**src/rtl/smartcar_pkg.sv**
```systemverilog
// Shared types and constants for the smart-car drive datapath.
//   state_e   : tracing FSM states; the encoding doubles as the LED code
//   decode_e  : what a stable sensor pattern asks the FSM to do
//   turn_e    : remembered direction of the most recent turn
//   WHEEL_*   : per-wheel direction codes for the wheel driver stage
//   PAT_*     : 4-bit line sensor patterns (bit3 = leftmost sensor)
package smartcar_pkg;

  typedef enum logic [2:0] {
    ST_IDLE   = 3'd0,
    ST_FWD    = 3'd1,
    ST_TURN_L = 3'd2,
    ST_TURN_R = 3'd3,
    ST_SEARCH = 3'd4,
    ST_LOST   = 3'd5
  } state_e;

  typedef enum logic [2:0] {
    DEC_FWD,
    DEC_TURN_L,
    DEC_TURN_R,
    DEC_SEARCH,
    DEC_HOLD
  } decode_e;

  typedef enum logic {
    TURN_LEFT  = 1'b0,
    TURN_RIGHT = 1'b1
  } turn_e;

  localparam logic [1:0] WHEEL_FWD   = 2'b10;
  localparam logic [1:0] WHEEL_REV   = 2'b01;
  localparam logic [1:0] WHEEL_BRAKE = 2'b00;

  localparam logic [3:0] PAT_MID    = 4'b0110;
  localparam logic [3:0] PAT_MID_L  = 4'b0100;
  localparam logic [3:0] PAT_MID_R  = 4'b0010;
  localparam logic [3:0] PAT_L1     = 4'b1000;
  localparam logic [3:0] PAT_L2     = 4'b1100;
  localparam logic [3:0] PAT_L3     = 4'b1110;
  localparam logic [3:0] PAT_R1     = 4'b0001;
  localparam logic [3:0] PAT_R2     = 4'b0011;
  localparam logic [3:0] PAT_R3     = 4'b0111;
  localparam logic [3:0] PAT_NONE   = 4'b0000;

  // Line seen toward the left means the car must steer left. Anything not
  // listed (including all-ones at a crossing) leaves the state unchanged.
  function automatic decode_e decode_path(input logic [3:0] path);
    decode_e dec;
    case (path)
      PAT_MID, PAT_MID_L, PAT_MID_R: dec = DEC_FWD;
      PAT_L1, PAT_L2, PAT_L3:        dec = DEC_TURN_L;
      PAT_R1, PAT_R2, PAT_R3:        dec = DEC_TURN_R;
      PAT_NONE:                      dec = DEC_SEARCH;
      default:                       dec = DEC_HOLD;
    endcase
    return dec;
  endfunction

endpackage

```
**src/rtl/path_debounce.sv**
```systemverilog
// Line-sensor conditioning: 2-flop synchroniser followed by a tick-gated
// debounce that only accepts a pattern after DEB_TICKS identical samples.
// Ports:
//   clk, rst_n      : clock, asynchronous active-low reset
//   i_tick          : 1-cycle sample strobe
//   i_path_raw[3:0] : raw sensor bits from the board
//   o_path_stable   : last accepted pattern (0000 after reset)
module path_debounce
  import smartcar_pkg::*;
#(
  parameter int DEB_TICKS = 4
) (
  input  logic       clk,
  input  logic       rst_n,
  input  logic       i_tick,
  input  logic [3:0] i_path_raw,
  output logic [3:0] o_path_stable
);

  localparam int CNT_W = $clog2(DEB_TICKS + 1);
  localparam logic [CNT_W-1:0] CNT_MAX = CNT_W'(DEB_TICKS);

  logic [3:0]       r_sync1;
  logic [3:0]       r_sync2;
  logic [3:0]       r_cand;
  logic [3:0]       r_stable;
  logic [CNT_W-1:0] r_cnt;
  logic [CNT_W-1:0] w_cnt_next;

  // A fresh candidate starts at one match; a repeat saturates at DEB_TICKS.
  always_comb begin
    if (r_sync2 == r_cand) begin
      w_cnt_next = (r_cnt == CNT_MAX) ? r_cnt : r_cnt + 1'b1;
    end else begin
      w_cnt_next = CNT_W'(1);
    end
  end

  always_ff @(posedge clk or negedge rst_n) begin
    if (!rst_n) begin
      r_sync1  <= '0;
      r_sync2  <= '0;
      r_cand   <= '0;
      r_cnt    <= '0;
      r_stable <= '0;
    end else begin
      r_sync1 <= i_path_raw;
      r_sync2 <= r_sync1;
      if (i_tick) begin
        r_cand <= r_sync2;
        r_cnt  <= w_cnt_next;
        if (w_cnt_next == CNT_MAX) begin
          r_stable <= r_sync2;
        end
      end
    end
  end

  assign o_path_stable = r_stable;

endmodule

```
**src/rtl/drive_sequencer.sv**
```systemverilog
// Line-tracing drive sequencer: turns debounced line-sensor patterns into
// per-wheel direction codes and a ramped speed level for the PWM stage.
// Ports:
//   clk, rst_n        : clock, asynchronous active-low reset
//   speed_req[1:0]    : requested speed level 0..3 (asynchronous input)
//   en_tracing        : 1 = run line tracing (asynchronous input)
//   path_raw[3:0]     : raw sensor bits, bit3 leftmost, 1 = line seen
//   speed_sel[1:0]    : speed level to the PWM generator
//   wheel_l_ctl[1:0]  : left wheel code (10 fwd, 01 rev, 00 brake)
//   wheel_r_ctl[1:0]  : right wheel code
//   led_state[2:0]    : FSM state code
//   lost              : 1 while the line has been declared lost
module drive_sequencer
  import smartcar_pkg::*;
#(
  parameter int TICK_DIV     = 50000,
  parameter int DEB_TICKS    = 4,
  parameter int RAMP_TICKS   = 100,
  parameter int SEARCH_TICKS = 2000
) (
  input  logic       clk,
  input  logic       rst_n,
  input  logic [1:0] speed_req,
  input  logic       en_tracing,
  input  logic [3:0] path_raw,
  output logic [1:0] speed_sel,
  output logic [1:0] wheel_l_ctl,
  output logic [1:0] wheel_r_ctl,
  output logic [2:0] led_state,
  output logic       lost
);

  localparam int TICK_W   = (TICK_DIV > 1) ? $clog2(TICK_DIV) : 1;
  localparam int RAMP_W   = $clog2(RAMP_TICKS + 1);
  localparam int SEARCH_W = $clog2(SEARCH_TICKS + 1);
  localparam logic [TICK_W-1:0]   TICK_LAST   = TICK_W'(TICK_DIV - 1);
  localparam logic [RAMP_W-1:0]   RAMP_LAST   = RAMP_W'(RAMP_TICKS - 1);
  localparam logic [SEARCH_W-1:0] SEARCH_LAST = SEARCH_W'(SEARCH_TICKS - 1);

  logic [TICK_W-1:0]   r_tick_cnt;
  logic                w_tick;
  logic [1:0]          r_speed_s1, r_speed_s2;
  logic                r_en_s1, r_en_s2;
  logic [3:0]          w_path_stable;
  decode_e             w_dec;
  state_e              r_state, w_state_next;
  turn_e               r_last_turn;
  logic [SEARCH_W-1:0] r_search_cnt;
  logic [RAMP_W-1:0]   r_ramp_cnt;
  logic [1:0]          r_speed;
  logic [1:0]          w_wheel_l, w_wheel_r;
  logic [1:0]          r_wheel_l, r_wheel_r;
  logic [2:0]          r_led;
  logic                r_lost;

  // Free-running control tick, independent of FSM state.
  always_ff @(posedge clk or negedge rst_n) begin
    if (!rst_n) r_tick_cnt <= '0;
    else        r_tick_cnt <= (r_tick_cnt == TICK_LAST) ? '0 : r_tick_cnt + 1'b1;
  end
  assign w_tick = (r_tick_cnt == TICK_LAST);

  always_ff @(posedge clk or negedge rst_n) begin
    if (!rst_n) begin
      r_speed_s1 <= '0;
      r_speed_s2 <= '0;
      r_en_s1    <= 1'b0;
      r_en_s2    <= 1'b0;
    end else begin
      r_speed_s1 <= speed_req;
      r_speed_s2 <= r_speed_s1;
      r_en_s1    <= en_tracing;
      r_en_s2    <= r_en_s1;
    end
  end

  path_debounce #(.DEB_TICKS(DEB_TICKS)) u_path_debounce (
    .clk          (clk),
    .rst_n        (rst_n),
    .i_tick       (w_tick),
    .i_path_raw   (path_raw),
    .o_path_stable(w_path_stable)
  );

  // The FSM sees path_stable as it stood before this tick's debounce update,
  // because both are registered on the same edge.
  always_comb begin
    w_state_next = r_state;
    w_dec        = decode_path(w_path_stable);
    if (!r_en_s2) begin
      w_state_next = ST_IDLE;
    end else if (w_tick) begin
      case (r_state)
        ST_IDLE: w_state_next = ST_FWD;
        ST_FWD, ST_TURN_L, ST_TURN_R: begin
          case (w_dec)
            DEC_FWD:    w_state_next = ST_FWD;
            DEC_TURN_L: w_state_next = ST_TURN_L;
            DEC_TURN_R: w_state_next = ST_TURN_R;
            DEC_SEARCH: w_state_next = ST_SEARCH;
            default:    w_state_next = r_state;
          endcase
        end
        ST_SEARCH: begin
          case (w_dec)
            DEC_FWD:    w_state_next = ST_FWD;
            DEC_TURN_L: w_state_next = ST_TURN_L;
            DEC_TURN_R: w_state_next = ST_TURN_R;
            default: begin
              // Count already holds SEARCH_TICKS-1 completed ticks here.
              if (r_search_cnt == SEARCH_LAST) w_state_next = ST_LOST;
            end
          endcase
        end
        ST_LOST: w_state_next = ST_LOST;
        default: w_state_next = ST_IDLE;
      endcase
    end
  end

  always_ff @(posedge clk or negedge rst_n) begin
    if (!rst_n) r_state <= ST_IDLE;
    else        r_state <= w_state_next;
  end

  // Search timer restarts from zero on every entry into SEARCH.
  always_ff @(posedge clk or negedge rst_n) begin
    if (!rst_n) begin
      r_search_cnt <= '0;
      r_last_turn  <= TURN_LEFT;
    end else begin
      if (r_state != ST_SEARCH) r_search_cnt <= '0;
      else if (w_tick)          r_search_cnt <= r_search_cnt + 1'b1;
      if (r_state == ST_TURN_L)      r_last_turn <= TURN_LEFT;
      else if (r_state == ST_TURN_R) r_last_turn <= TURN_RIGHT;
    end
  end

  always_comb begin
    w_wheel_l = WHEEL_BRAKE;
    w_wheel_r = WHEEL_BRAKE;
    case (r_state)
      ST_FWD:    begin w_wheel_l = WHEEL_FWD; w_wheel_r = WHEEL_FWD; end
      ST_TURN_L: begin w_wheel_l = WHEEL_REV; w_wheel_r = WHEEL_FWD; end
      ST_TURN_R: begin w_wheel_l = WHEEL_FWD; w_wheel_r = WHEEL_REV; end
      ST_SEARCH: begin
        // Spin in place toward the side the line was last seen on.
        if (r_last_turn == TURN_LEFT) begin
          w_wheel_l = WHEEL_REV; w_wheel_r = WHEEL_FWD;
        end else begin
          w_wheel_l = WHEEL_FWD; w_wheel_r = WHEEL_REV;
        end
      end
      default: begin w_wheel_l = WHEEL_BRAKE; w_wheel_r = WHEEL_BRAKE; end
    endcase
  end

  // Speed decreases are applied at once; increases step one level per
  // RAMP_TICKS ticks so the motors never see a sudden surge.
  always_ff @(posedge clk or negedge rst_n) begin
    if (!rst_n) begin
      r_speed    <= '0;
      r_ramp_cnt <= '0;
    end else if (r_state == ST_IDLE || r_state == ST_LOST) begin
      r_speed    <= '0;
      r_ramp_cnt <= '0;
    end else if (r_speed > r_speed_s2) begin
      r_speed    <= r_speed_s2;
      r_ramp_cnt <= '0;
    end else if (r_speed == r_speed_s2) begin
      r_ramp_cnt <= '0;
    end else if (w_tick) begin
      if (r_ramp_cnt == RAMP_LAST) begin
        r_speed    <= r_speed + 1'b1;
        r_ramp_cnt <= '0;
      end else begin
        r_ramp_cnt <= r_ramp_cnt + 1'b1;
      end
    end
  end

  always_ff @(posedge clk or negedge rst_n) begin
    if (!rst_n) begin
      r_wheel_l <= WHEEL_BRAKE;
      r_wheel_r <= WHEEL_BRAKE;
      r_led     <= '0;
      r_lost    <= 1'b0;
    end else begin
      r_wheel_l <= w_wheel_l;
      r_wheel_r <= w_wheel_r;
      r_led     <= r_state;
      r_lost    <= (r_state == ST_LOST);
    end
  end

  assign speed_sel   = r_speed;
  assign wheel_l_ctl = r_wheel_l;
  assign wheel_r_ctl = r_wheel_r;
  assign led_state   = r_led;
  assign lost        = r_lost;

endmodule

```
**config.mk**
```make
export PLATFORM = sky130hd
export DESIGN_NAME = drive_sequencer
export DESIGN_NICKNAME = d
export VERILOG_FILES = /design/src/rtl/smartcar_pkg.sv /design/src/rtl/path_debounce.sv /design/src/rtl/drive_sequencer.sv
export SDC_FILE = /design/constraint.sdc
export NUM_CORES = 1
export LEC_CHECK = 0
export ABC_AREA = 0
export CAP_MARGIN = 20
export CORE_MARGIN = 2
export CORE_UTILIZATION = 50
export CTS_CLUSTER_DIAMETER = 30
export DETAILED_ROUTE_END_ITERATION = 6
export PLACE_DENSITY_LB_ADDON = 0.1
export SYNTH_ARGS = -nofsm -noshare
export SYNTH_HDL_FRONTEND = slang
export SYNTH_SLANG_ARGS = --single-unit
```
**constraint.sdc**
```tcl
create_clock -name clk -period 2.81 [get_ports clk]
set_input_delay 0.7025 -clock clk [delete_from_list [all_inputs] [get_ports clk]]
set_output_delay 0.7025 -clock clk [all_outputs]
set_load 0.1 [all_outputs]
```
==> flow_summary.yaml <==
pwr:
  p_clk_frac: 0.303
  leakage_nw: 1.66
  cellPowerDensity_mw_per_mm2: 732
  power.share.combinational: 0.265
  ir_drop_mv: 0.714
  p_switching_mw: 1.01
  switching_share: 0.366
  seqPwrFrac: 0.433
  p_int_mw: 1.75
grt:
  overflow: 0
  grt_start_max_net_pins: 32
  antenna_found_initial: 0
  grt_usage: 0.182
  grt_pass1_wl_um: 10500
  grt_pass1_vias: 2212
cts:
  postCtsSetupRepairBufs: 0
  postCtsResizedCells: 0
  clk_latency_ns: 0.34
  cts_root_buf: "clkbuf_8"
  hold_buffers: 0
  numCtsBuffers: 9
  cts_tree: "built"
  clk_path_buf_depth: 2
  cts.htree.levels: 3
  cts.sinks: 73
  clk_pin_slew_worst_paths_ns: 0.07
sta:
  max_slew.worst_pin.slew_ns: 0.591
  slew_headroom: 0.606
  rsz0062_at_grt: "false"
  max_freq_ghz: 0.484
  drv_slew: 0
  finClkSkew_ns: 0.00677
  hold_viol_final: 0
  finalSetupTns_ns: 0
  final-setup-viol-count: 0
  finalCriticalPeriod_ns: 2.07
  setup_slack_ns: 0.742
  period_share: 0.736
synthesis:
  synthDistinctLibCells: 45
  synth_nets: 331
  synth-seq-area-share: 0.548
  synth_area_per_cell_um2: 10.6
  yosys-top-cells-area: "dfrtp_1, nand2_1, xnor2_1"
  yosys_warnings: 0
  yosysTopAreaCell: "dfrtp_1"
  synthCells: 315
  synth_top_area_frac: 0.548
  netlist_area_mm2: 0.00333
  synth_seq_cells: 73
place:
  gp_congestion: 0.828
  dp_slack_ns: 0.769
  io_buffers: 18
  place_hpwl_um: 4180
  place_area_mm2: 0.00356
floorplan:
  die_h_um: 85.6
  start_util: 0.522
  coreArea_mm2: 0.00639
  die_area_mm2: 0.00733
  floorplan.rows: 29
  die_w_um: 85.6
  io_pins: 19
final_layout:
  nNetsFinal: 354
  diodes: 0
  design_area_mm2: 0.00377
  drive_gt1_frac: 0.123
  areaGrowthSynthToFinish_pct: 13.1
  nFillCells: 545
  seqCellArea_mm2: 0.00183
  multiInputGateArea_mm2: 0.00142
critical_path:
  cpPeakStageDelay_ns: 0.41
  crit_type: "reg2reg"
  critPathLaunchType: "register"
  critPathArrivalTime_ns: 2.30
  cp-end-kind: "register"
  crit_required_ns: 3.04
  crit_slowest_cell: "dfrtp_1"
  worstPathMaxFanout: 7
  path_cells: "ha_1 -> nor2b_1 -> o21ai_0 -> nand3_1 -> a311oi_1"
worst_hold_path:
  hp-class: "reg2reg"
job:
  cap_violations: 0
routing:
  dr_total_vias: 2271
  via_per_inst: 5.42
  drt_iter0_drc: 94
  drt_wl_total_um: 6110
  wire_per_inst_um: 14.6
  first_pass_iters: 4
  drc: 0
  antenna_left: 0
outcome:
  status: "complete, no violations"
## flip-flops by register name, indices dropped and copies added (netlist names)
register / flops
speed_sel: 2
r_search_cnt: 11
r_state: 3
u_path_debounce.r_cnt: 3
led_state: 3
r_speed_s2: 2
r_speed_s1: 2
u_path_debounce.o_path_stable: 4
r_tick_cnt: 16
u_path_debounce.r_cand: 4
r_ramp_cnt: 7
lost: 1
u_path_debounce.r_sync1: 4
wheel_r_ctl: 2
r_en_s2: 1
r_en_s1: 1
wheel_l_ctl: 2
r_last_turn: 1
u_path_debounce.r_sync2: 4
## cell usage after synthesis, drive strengths merged
cell type	count
nor2	32
o22ai	1
a221oi	1
and2	4
nor2b	8
nor3	7
xnor2	17
o21ai	11
ha	7
nand2	44
nor4	6
buf	3
o31a	1
or3	2
nor3b	2
o21bai	1
nand4	11
clkbuf	7
o21a	1
xor2	13
and3	3
dfrtp	73
a311oi	2
nor4b	3
a2111oi	1
nand2b	2
nand3b	1
nand3	11
a31oi	6
mux2i	1
mux2	6
and4	3
a21oi	10
inv	11
and4bb	3
## placed cells by master, fill, tap and decap left out, types with 2 or more instances in the layout
cell / count
a31oi_1: 6
nand2b_1: 2
xor2_1: 13
o21ai_0: 11
a311oi_1: 2
and4_1: 3
a21oi_1: 10
buf_4: 14
nor4_1: 5
mux2_4: 4
nand3_1: 11
and3_1: 3
nand4_1: 10
mux2_1: 2
dfrtp_1: 73
clkinvlp_4: 3
nor2_1: 32
clkbuf_8: 11
clkdlybuf4s50_1: 7
nor3_1: 7
ha_1: 7
nor3b_1: 2
and2_1: 4
or3_1: 2
nor2b_1: 8
inv_1: 11
xnor2_1: 17
nand2_1: 43
## final timing paths
kind	from	endpoint	slack (ns)	cells past startpoint
setup / recovery	speed_sel[1]	r_ramp_cnt[2]	0.74	5
setup reg to reg	speed_sel[1]	r_ramp_cnt[2]	0.74	5
hold reg to reg	u_path_debounce.r_sync1[3]	u_path_debounce.r_sync2[3]	0.35	0
min in group asynchronous	rst_n	wheel_r_ctl[0]	0.36	1
hold / removal	u_path_debounce.r_sync1[3]	u_path_debounce.r_sync2[3]	0.35	0
max in group asynchronous	rst_n	r_tick_cnt[0]	1.64	2
## layer usage
layer,global-route usage,share of wire,vias to the layer above
met5,0,0,-
met4,0.0693,0.014,0
met3,0.0481,0.035,6
met2,0.292,0.49,38
met1,0.238,0.47,1097
li1,-,-,1130
## critical path: cells and delay by family (launching register included)
kind	cells	cell delay [ns]
AO/OA/AOI/OAI	2	0.75
AND/OR/NAND/NOR	2	0.47
adder cells (fa/ha/maj)	1	0.32
flip-flops	1	0.41
## area by class of cell
type / count / share of cell area
Tap cell: 77 / 0.0256
Multi-Input combinational cell: 221 / 0.377
Sequential cell: 73 / 0.485
Inverter: 11 / 0.0110
Timing Repair Buffer: 22 / 0.0478
Clock buffer: 11 / 0.0402
Clock inverter: 4 / 0.0139
## through the flow
| step | instances | power [mW] | util | hold WS, ns |
|---|---|---|---|---|
| floorplan | 315 | 1.77 | - | 0.331 |
| global placement | 404 | 1.94 | 0.558 | 0.334 |
| detailed placement | 404 | 1.94 | 0.558 | 0.336 |
| CTS | 419 | 2.79 | 0.590 | 0.354 |
| global route | 419 | 2.86 | 0.590 | 0.361 |
| finish | 419 | 2.76 | 0.590 | 0.349 |
## power by group through the flow
stage / logic, mW / clock network (mW) / registers [mW]
after floorplan: 0.237 / 0 / 1.54
after global placement: 0.730 / 0 / 1.21
after detailed placement: 0.733 / 0 / 1.21
after CTS: 0.734 / 0.866 / 1.19
after global routing: 0.765 / 0.893 / 1.20
final: 0.729 / 0.835 / 1.19
## cell families after synthesis
kind of cell             count (synthesis)  synth area share
buffers and inverters                   21            0.0259
adder cells (fa/ha/maj)                  7            0.0263
multiplexers                             7            0.0278
flip-flops                              73             0.548
AND/OR/NAND/NOR                        142             0.229
XOR/XNOR                                30            0.0789
AO/OA/AOI/OAI                           35            0.0642
Note: power is estimated with default switching activity, not from simulation.
